### src/rtl/proab_sched_pkg.sv
// Shared definitions for the softmax probability-stage sequencer.
package proab_sched_pkg;

    localparam int unsigned FP_W        = 32;
    localparam int unsigned RD_LAT_DEF  = 1;
    localparam int unsigned DIV_LAT_DEF = 14;

    typedef enum logic [1:0] {
        S_IDLE  = 2'd0,
        S_ISSUE = 2'd1,
        S_DRAIN = 2'd2,
        S_FIN   = 2'd3
    } state_e;

endpackage

### src/rtl/proab_tag_pipe.sv
// Valid-bit shift register that tracks operands travelling through fixed-latency logic.
// o_vld is the bit leaving the pipe; o_pre is the bit that will leave on the next cycle.
module proab_tag_pipe #(
    parameter int unsigned DEPTH = 15
) (
    input  logic clk,
    input  logic rst,
    input  logic i_vld,
    output logic o_vld,
    output logic o_pre
);

    logic [DEPTH-1:0] r_sr;

    // Shift one stage per cycle; reset drops every tag still in flight.
    always_ff @(posedge clk or negedge rst) begin
        if (!rst) begin
            r_sr <= '0;
        end else begin
            r_sr <= {r_sr[DEPTH-2:0], i_vld};
        end
    end

    assign o_vld = r_sr[DEPTH-1];
    assign o_pre = r_sr[DEPTH-2];

endmodule

### src/rtl/proab_sched.sv
// Softmax probability sequencer: streams exponent words through an external
// pipelined divider (data / sum) and writes the quotients, one per cycle.
// Optional argmax tracking of the written quotients: define PROAB_ARGMAX_EN.
module proab_sched
    import proab_sched_pkg::*;
#(
    parameter int unsigned DW      = FP_W,
    parameter int unsigned AW      = 10,
    parameter int unsigned RD_LAT  = RD_LAT_DEF,
    parameter int unsigned DIV_LAT = DIV_LAT_DEF
) (
    input  logic          clk,
    input  logic          rst,
    input  logic          start,
    input  logic [AW:0]   len,
    input  logic [DW-1:0] sum_in,
    input  logic [AW-1:0] rd_base,
    input  logic [AW-1:0] wr_base,
    output logic          busy,
    output logic          done,
    output logic          rd_en,
    output logic [AW-1:0] rd_addr,
    input  logic [DW-1:0] rd_data,
    output logic [DW-1:0] div_a,
    output logic [DW-1:0] div_b,
    input  logic [DW-1:0] div_res,
    output logic          wr_en,
    output logic [AW-1:0] wr_addr,
    output logic [DW-1:0] wr_data
`ifdef PROAB_ARGMAX_EN
    ,
    output logic [AW-1:0] max_idx,
    output logic [DW-1:0] max_val
`endif
);

    localparam int unsigned CW    = AW + 1;
    localparam int unsigned TAG_D = RD_LAT + DIV_LAT;

    state_e        r_state;
    state_e        w_state_nxt;
    logic          w_accept;
    logic          r_busy;
    logic          r_done;
    logic          r_rd_en;
    logic [AW-1:0] r_rd_addr;
    logic [AW-1:0] r_wr_addr;
    logic [DW-1:0] r_div_b;
    logic [CW-1:0] r_len;
    logic [CW-1:0] r_issue_cnt;
    logic [CW-1:0] r_wr_cnt;
    logic [CW-1:0] w_wr_cnt_nxt;
    logic          w_wr_en;
    logic          w_tag_pre;

    // Latency tracker: a tag enters with each read and exits with its quotient.
    proab_tag_pipe #(
        .DEPTH (TAG_D)
    ) u_tag_pipe (
        .clk   (clk),
        .rst   (rst),
        .i_vld (r_rd_en),
        .o_vld (w_wr_en),
        .o_pre (w_tag_pre)
    );

    assign w_wr_cnt_nxt = r_wr_cnt + CW'(w_wr_en);

    // FSM state register.
    always_ff @(posedge clk or negedge rst) begin
        if (!rst) begin
            r_state <= S_IDLE;
        end else begin
            r_state <= w_state_nxt;
        end
    end

    // Next-state logic; FIN is timed to coincide with the final write so done follows it.
    always_comb begin
        w_state_nxt = r_state;
        w_accept    = 1'b0;
        case (r_state)
            S_IDLE: begin
                if (start) begin
                    w_accept    = 1'b1;
                    w_state_nxt = (len != '0) ? S_ISSUE : S_FIN;
                end
            end
            S_ISSUE: begin
                if (r_issue_cnt == r_len - CW'(1)) begin
                    w_state_nxt = S_DRAIN;
                end
            end
            S_DRAIN: begin
                if (w_tag_pre && (w_wr_cnt_nxt == r_len - CW'(1))) begin
                    w_state_nxt = S_FIN;
                end
            end
            S_FIN: begin
                w_state_nxt = S_IDLE;
            end
            default: begin
                w_state_nxt = S_IDLE;
            end
        endcase
    end

    // Job registers, address counters and registered control outputs.
    always_ff @(posedge clk or negedge rst) begin
        if (!rst) begin
            r_busy      <= 1'b0;
            r_done      <= 1'b0;
            r_rd_en     <= 1'b0;
            r_rd_addr   <= '0;
            r_wr_addr   <= '0;
            r_div_b     <= '0;
            r_len       <= '0;
            r_issue_cnt <= '0;
            r_wr_cnt    <= '0;
        end else begin
            r_busy  <= (w_state_nxt != S_IDLE);
            r_done  <= (r_state == S_FIN);
            r_rd_en <= (w_state_nxt == S_ISSUE);
            if (w_accept) begin
                r_len       <= len;
                r_div_b     <= sum_in;
                r_rd_addr   <= rd_base;
                r_wr_addr   <= wr_base;
                r_issue_cnt <= '0;
                r_wr_cnt    <= '0;
            end else begin
                if ((r_state == S_ISSUE) && (w_state_nxt == S_ISSUE)) begin
                    r_rd_addr   <= r_rd_addr + AW'(1);
                    r_issue_cnt <= r_issue_cnt + CW'(1);
                end
                if (w_wr_en) begin
                    r_wr_addr <= r_wr_addr + AW'(1);
                    r_wr_cnt  <= w_wr_cnt_nxt;
                end
            end
        end
    end

    assign busy    = r_busy;
    assign done    = r_done;
    assign rd_en   = r_rd_en;
    assign rd_addr = r_rd_addr;
    assign div_a   = rd_data;
    assign div_b   = r_div_b;
    assign wr_en   = w_wr_en;
    assign wr_addr = r_wr_addr;
    assign wr_data = div_res;

`ifdef PROAB_ARGMAX_EN
    logic [AW-1:0] r_max_idx;
    logic [DW-1:0] r_max_val;

    // Running argmax over written quotients; strict compare keeps the lowest index on ties.
    always_ff @(posedge clk or negedge rst) begin
        if (!rst) begin
            r_max_idx <= '0;
            r_max_val <= '0;
        end else if (w_accept) begin
            r_max_idx <= '0;
            r_max_val <= '0;
        end else if (w_wr_en && (div_res > r_max_val)) begin
            r_max_idx <= r_wr_cnt[AW-1:0];
            r_max_val <= div_res;
        end
    end

    assign max_idx = r_max_idx;
    assign max_val = r_max_val;
`endif

endmodule
### config.mk
export PLATFORM = sky130hd
export DESIGN_NAME = proab_sched
export DESIGN_NICKNAME = d
export VERILOG_FILES = /design/src/rtl/proab_sched_pkg.sv /design/src/rtl/proab_tag_pipe.sv /design/src/rtl/proab_sched.sv
export SDC_FILE = /design/constraint.sdc
export NUM_CORES = 1
export LEC_CHECK = 0
export BUFFER_PORTS_ARGS = -buffer_cell sky130_fd_sc_hd__buf_4
export CAP_MARGIN = 40
export CELL_PAD_IN_SITES_DETAIL_PLACEMENT = 1
export CELL_PAD_IN_SITES_GLOBAL_PLACEMENT = 1
export CORE_MARGIN = 10
export CORE_UTILIZATION = 36
export CTS_BUF_LIST = sky130_fd_sc_hd__clkbuf_8
export DETAILED_ROUTE_END_ITERATION = 12
export GPL_ROUTABILITY_DRIVEN = 0
export PLACE_DENSITY = 0.8
export SLEW_MARGIN = 20
export SYNTH_ARGS = -nofsm -noshare
export SYNTH_HDL_FRONTEND = slang
export SYNTH_SLANG_ARGS = --single-unit
### constraint.sdc
create_clock -name clk -period 3.7 [get_ports clk]
set_input_delay 0.555 -clock clk [delete_from_list [all_inputs] [get_ports clk]]
set_output_delay 0.555 -clock clk [all_outputs]
set_load 0.01 [all_outputs]
==> results.md, run 1 <==
- Net Count, Synth: 766
- Dpl cells: 877
- Total Power: 5299 µW
- Row count: 46
- N_diodes: 0
- Initial antenna violation count: 0
- Top cells by area, synth: dfrtp_1, nand2_1, buf_4, xnor2_1, xor2_1
- Detail Placement HPWL: 11910 µm
- Synthesis-to-layout area growth: 13.84%
- IO Port Bufs: 121
- Slowest CP cell: dfrtp_1
- Drt wl/cell: 17.70 µm
- Reg2Reg Setup Slack: 0.67 ns
- Seq/Total Area, Yosys: 0.4549
- Worst skew pair latency: 0.38 ns
- Root Driver: clkbuf_8
- # Post-CTS Setup Buffers: 0
- Fin cells: 894
- Pin count of the biggest net entering global routing: 86
- Peak supply drop: 0.0003220 V
- Cell family with most CP delay: compound AO/OA/AOI/OAI gates
- Tot GR Track Use: 0.1464
- CP Buf/Inv Count: 1
- Final ANT Viol Nets: 0
- Global-route wire length before repair: 26100 µm
- Longest Clk Path Bufs: 2
- RSZ-0062 raised after global routing: false
- Fin Clk Skew: 0.009764 ns
- Clock Pin Slew Worst Setup and Hold Paths: 0.11 ns
- Cells after Synth: 630
- Placed Area: 6361 µm²
- Vias in the first global route: 5037
- Max frequency: 330.0 MHz
- Setup TNS: 0 ns
- Die area: 21510 µm²
- Fin worst setup slack: 0.6701 ns
- DP Worst Slack: 0.7186 ns
- Slew Viols, Final: 0
- Crit path time final: 3.030 ns
- Largest stage delay, worst path: 0.48 ns
- Hold Fails Final Rpt: 0
- Final setup viols: 0
- Synth cell count leaders: nand2_1, dfrtp_1, buf_4
- Mapped Avg Cell Area: 9.168 µm²
- DR iter-0 viols: 203
- Ys async rst share: 1.000
- Core ar.: 15830 µm²
- Most frequent CP cell: xor2_1
- Post-route cell area: 6575 µm²
- Worst-Margin Slew: 0.7320 ns
- Final WL: 15830 µm
- Startpoint Class: flop
- Final-stage net count: 810
- Relative slew slack: 0.5075
- CP Capture Type: flop
- CTS tree: yes
- WP data required: 3.97 ns
- Layout cells sized above 1: 0.2316
- CP Launch Point: r_len[0]
- Post-synth EDFFs: 0
- Synth unique cells: 56
- # DRC: 0
- Synthesized area: 5776 µm²
- Primary FF master, synth: dfrtp_1
- Most numerous cell in the Yosys netlist: nand2_1
- Hold Crit Class: primary input to async pin
- Hold buffers post-CTS: 0
- Pwr/cell area: 805.9 nW/µm²
- Crit Reg-Reg Startpoint: r_len[0]
- Die X-Extent: 146.7 µm
- Run status: finished clean
- DIE HEIGHT: 146.7 µm
- Synth top area share: 0.4549
- FF+latch count, synth: 105
- H-tree depth: 3
- Total global routing overflow: 0
- DR vias/cell: 5.075
- Synth warn: 0
- Largest area contributor in the netlist: dfrtp_1
- 1st-pass router iterations: 4
- Critical Path AT: 3.30 ns
- Final period util: 0.8189
- Leakage Power: 0.003065 µW
- Starting Density: 0.3649
- Filler cells: 1845
- TritonCTS buffer count: 9
- Crit-path cells: inv_1, ha_1, xor2_1, xor2_1, a2111oi_0, o311a_1, and3_1, nor3_1, a211o_1
- Cts repair resizes: 0
- I/O pins: 250
- Worst-path maximum fanout: 9
- Max Cap Violations: 0
- Routed via count: 4537
- CP Class: flop to flop
- TritonCTS Sinks: 105
## logic make-up after synthesis
| group | count (synthesis) | share of synthesized area |
|---|---|---|
| adder cells (fa/ha/maj) | 6 | 0.01300 |
| XOR/XNOR | 51 | 0.08687 |
| AND/OR/NAND/NOR | 287 | 0.2296 |
| AO/OA/AOI/OAI | 61 | 0.07236 |
| flip-flops | 105 | 0.4549 |
| multiplexers | 14 | 0.02470 |
| buffers and inverters | 106 | 0.1185 |
## final cells by class
type                       count  area [µm²]  share of cell area
multi-input combinational    419        2469              0.3755
clock inverter                 6       50.05            0.007612
tap                          216       270.3             0.04110
clock buffer                   9       123.9             0.01884
inverter                       9       33.78            0.005138
timing repair buffer         130        1001              0.1522
sequential                   105        2628              0.3996
## stage by stage
step                      utilization  hold WS (ns)
after global routing           0.4154       0.02664
after floorplan                     -        0.2594
after CTS                      0.4129        0.2567
after detailed placement       0.4019        0.3372
final                          0.4154       0.04631
after global placement         0.4019        0.3366
## metal layers
metal	vias to the layer above	track usage	share of wire
li1	2119	-	-
met1	2232	0.1581	0.40
met2	139	0.2448	0.49
met3	47	0.06644	0.086
met4	0	0.05856	0.026
met5	-	0	0
## report_power, final
group	switching, µW	internal (µW)	total (µW)
Combinational	1220	1230	2440
Clock	419	251	670
Sequential	568	1620	2180
## cell usage in the layout, fill, tap and decap left out, types with 9 or more instances in the layout
cell type  instances
nand2_1          161
buf_4            128
dfrtp_1          105
nor2_1            34
xnor2_1           29
o21ai_0           24
nand3_1           22
xor2_1            18
nand4_1           14
mux2i_1           12
inv_1              9
clkbuf_8           9
## registers in the layout (all words and copies together), names as in the netlist
register	flops
div_b	32
u_tag_pipe.r_sr	15
r_issue_cnt	11
r_len	11
r_wr_cnt	11
rd_addr	10
wr_addr	10
r_state	2
busy	1
done	1
rd_en	1
## worst paths after layout
check                                     endpoint  cells after the start
max in group asynchronous               rd_addr[6]                      3
worst min register to register  u_tag_pipe.r_sr[4]                      0
worst max register to register          rd_addr[6]                      9
min in group clk                         div_b[14]                      3
worst max-delay path                    rd_addr[6]                      9
worst min-delay path                     div_b[21]                      1
Note: power is estimated with default switching activity, not from simulation.
==> run 2: changes to the inputs <==
Settings changed: ABC_AREA set to 1, CORE_UTILIZATION 36 to 35.
Clock period 3.7 ns to 2.9 ns, I/O delays scaled along.
==> results.md, run 2 <==
- Top cells by area, synth: dfrtp_1, nand2_1, buf_4, nand3_1, inv_1
- Detail Placement HPWL: 12880 µm (+8.1%)
- Max FFs per register: 32 (unchanged)
- Critical Path AT: 2.84 ns (-0.46 ns)
- Synth top area share: 0.4405 (-0.01441)
- Vias in the first global route: 5470 (+8.6%)
- TritonCTS Sinks: 105 (unchanged)
- Highest metal used: met4
- Seq/Total Area, Yosys: 0.4405 (-0.01441)
- Fin worst setup slack: 0.3723 ns (-0.2978 ns)
- Filler cells: 2048 (+11%)
- Ys async rst share: 1.000 (unchanged)
- Final ANT Viol Nets: 0 (unchanged)
- Crit Reg-Reg Startpoint: u_tag_pipe.r_sr[14]
- Cells after Synth: 785 (+25%)
- Dpl cells: 1043 (+19%)
- FF/Latch Area: 2629 µm² (about the same)
- Largest area contributor in the netlist: dfrtp_1
- Synthesized area: 5964 µm² (+3.3%)
- Worst-path maximum fanout: 10 (+1)
- Tot GR Track Use: 0.1546 (+0.008134)
- TritonCTS buffer count: 9 (unchanged)
- Crit path time final: 2.528 ns (-0.5022 ns)
- Primary FF master, synth: dfrtp_1
- Setup TNS: 0 ns (unchanged)
- Synth cell count leaders: nand2_1, dfrtp_1, buf_4, nand3_1, inv_1
- Fin cells: 1059 (+18%)
- Post-synth EDFFs: 0 (unchanged)
- Global-route wire length before repair: 28130 µm (+7.8%)
- Clock Pin Slew Worst Setup and Hold Paths: 0.12 ns (about the same)
- Root Driver: clkbuf_8
- Row count: 47 (+2.2%)
- DR vias/cell: 4.820 (-5.0%)
- CTS tree: yes
- N_diodes: 0 (unchanged)
- Synth unique cells: 35 (-38%)
- Metal2 WL: 7908 µm (+1.6%)
- I/O pins: 250 (unchanged)
- Sw Ratio: 0.4614 (+0.04490)
- Die X-Extent: 150.5 µm (+2.6%)
- End-of-flow core utilization: 0.4092 (-0.006198)
- Core ar.: 16640 µm² (+5.1%)
- Worst skew pair latency: 0.40 ns (+0.02 ns)
- DR iter-0 viols: 162 (-20%)
- Hold Fails Final Rpt: 0 (unchanged)
- RSZ-0062 raised after global routing: false
- WP data required: 3.22 ns (-0.75 ns)
- Net Count, Synth: 921 (+20%)
- Initial antenna violation count: 0 (unchanged)
- Synth warn: 0 (unchanged)
- H-tree depth: 3 (unchanged)
- Worst-Margin Slew: 0.7591 ns (+0.02708 ns)
- Starting Density: 0.3584 (-0.006507)
- Routed via count: 5104 (+12%)
- Switch Pwr: 3297 µW (+49%)
- Max frequency: 395.6 MHz (+20%)
- Reg2Reg Setup Slack: 0.37 ns (-0.30 ns)
- Commonest non-fill, non-tap cell in the layout: nand2_1
- CP Class: flop to flop
- Relative slew slack: 0.4939 (-0.01355)
- Critical R2R Capture: rd_en
- Met3 routed WL: 1576 µm (+16%)
- FF+latch count, synth: 105 (unchanged)
- Int Power: 3848 µW (+24%)
- Synthesis-to-layout area growth: 14.18%
- Drt wl/cell: 16.11 µm (-9.0%)
- Final-stage net count: 970 (+20%)
- Run status: finished clean
- Final period util: 0.8716 (+0.05274)
- DIE HEIGHT: 150.5 µm (+2.6%)
- Mapped Avg Cell Area: 7.598 µm² (-17%)
- Routed met1 length: 7259 µm (+16%)
- Layout cells sized above 1: 0.1931 (-0.03848)
- Peak supply drop: 0.0004422 V (+37%)
- IO Port Bufs: 121 (unchanged)
- Hold buffers post-CTS: 0 (unchanged)
- Max Cap Violations: 0 (unchanged)
- Startpoint Class: flop
- Total global routing overflow: 0 (unchanged)
- Leakage Power: 0.003483 µW (+14%)
- DP Worst Slack: 0.2826 ns (-0.4359 ns)
- 1st-pass router iterations: 4 (unchanged)
- # DRC: 0 (unchanged)
- CP Capture Type: flop
- Sequential Power Share: 0.384 (-0.028)
- Pwr/cell area: 1049 nW/µm² (+30%)
- Clk pwr share: 0.130 (+0.003)
- Multi-input gate area: 2531 µm² (+2.5%)
- Pin count of the biggest net entering global routing: 106 (+23%)
- Total Power: 7145 µW (+35%)
- Most numerous cell in the Yosys netlist: nand2_1
- Final setup viols: 0 (unchanged)
- Fin Clk Skew: 0.01065 ns (+0.0008828 ns)
- Slew Viols, Final: 0 (unchanged)
- Combinational power share: 0.486 (+0.025)
- Die area: 22660 µm² (+5.4%)
- Longest Clk Path Bufs: 2 (unchanged)
- Hold Crit Class: primary input to async pin
- Reg2reg path depth: 14 (+5)
- Highest-count cells in the layout ignoring fill and taps: nand2_1, buf_4, dfrtp_1
- Final WL: 17060 µm (+7.8%)
run 2: cell count changes after synthesis, sizes merged, moves of 8 or more:
cell / before / now
a31oi: 9 / 1
nor2: 35 / 59
nand3: 22 / 69
nand2: 162 / 303
xnor2: 29 / 3
mux2i: 12 / 0
inv: 9 / 59
run 2: cell type report:
| cell class | instances | area share |
|---|---|---|
| tap | 220 | 0.04042 |
| inverter | 59 | 0.03252 |
| sequential | 105 | 0.3860 |
| clock inverter | 7 | 0.01047 |
| timing repair buffer | 126 | 0.1407 |
| multi-input combinational | 533 | 0.3717 |
| clock buffer | 9 | 0.01819 |
run 2: worst max-delay path by stage:
stage	start	to	slack, ns	depth (start not counted)
floorplan	r_len[0]	rd_addr[6]	0.87	15
global placement	u_tag_pipe.r_sr[14]	rd_en	0.31	14
detailed placement	u_tag_pipe.r_sr[14]	rd_en	0.28	14
CTS	u_tag_pipe.r_sr[14]	rd_en	0.24	14
global route	u_tag_pipe.r_sr[14]	rd_en	0.02	14
finish	u_tag_pipe.r_sr[14]	rd_en	0.37	14
run 2: logic make-up after synthesis:
family | after synthesis | synth area share
buf+inv | 147 | 0.1355
simple gates | 455 | 0.3237
fa+ha+maj | 6 | 0.01259
flops | 105 | 0.4405
compound gates | 43 | 0.04049
xor+xnor | 29 | 0.04720
run 2: power by group through the flow:
stage | combinational, µW | clock (µW) | sequential, µW
final | 3470 | 928 | 2750
after CTS | 3540 | 955 | 2750
after global routing | 3960 | 1010 | 2860
after detailed placement | 3530 | 0 | 2760
after global placement | 3430 | 0 | 2750
after floorplan | 2200 | 0 | 2730
run 2: worst max-delay path, cell delays in order, from the launching register on:
cell	delay, ns
dfrtp_2	0.50
ha_1	0.25
ha_1	0.37
nand2_1	0.15
nor2_1	0.17
nand2_1	0.09
nand2_1	0.08
nand2_1	0.07
nand3_1	0.07
nand3_1	0.07
nor2_1	0.12
nand3_1	0.12
nand2_1	0.10
nand2_1	0.10
a21oi_1	0.17
run 2: timing repair:
| action | in CTS | in global routing |
|---|---|---|
| endpoints found under the setup margin | 0 | 2 |
| hold endpoints to repair | 0 | 0 |
| setup buffers | 0 | 0 |
| resized for setup | 0 | 1 |
run 2: per-stage QoR:
| stage | hold slack [ns] | area (µm²) |
|---|---|---|
| finish | 0.04577 | 6810 |
| global route | 0.1200 | 6810 |
| CTS | 0.1167 | 6809 |
| detailed placement | 0.3362 | 6614 |
| global placement | 0.3354 | 6614 |
| floorplan | 0.1394 | 5964 |
run 2: metal layers:
layer  GRT usage  up-vias
met5           0        -
li1            -     2502
met4     0.05442        0
met2      0.2454      144
met1      0.1825     2435
met3     0.06723       23
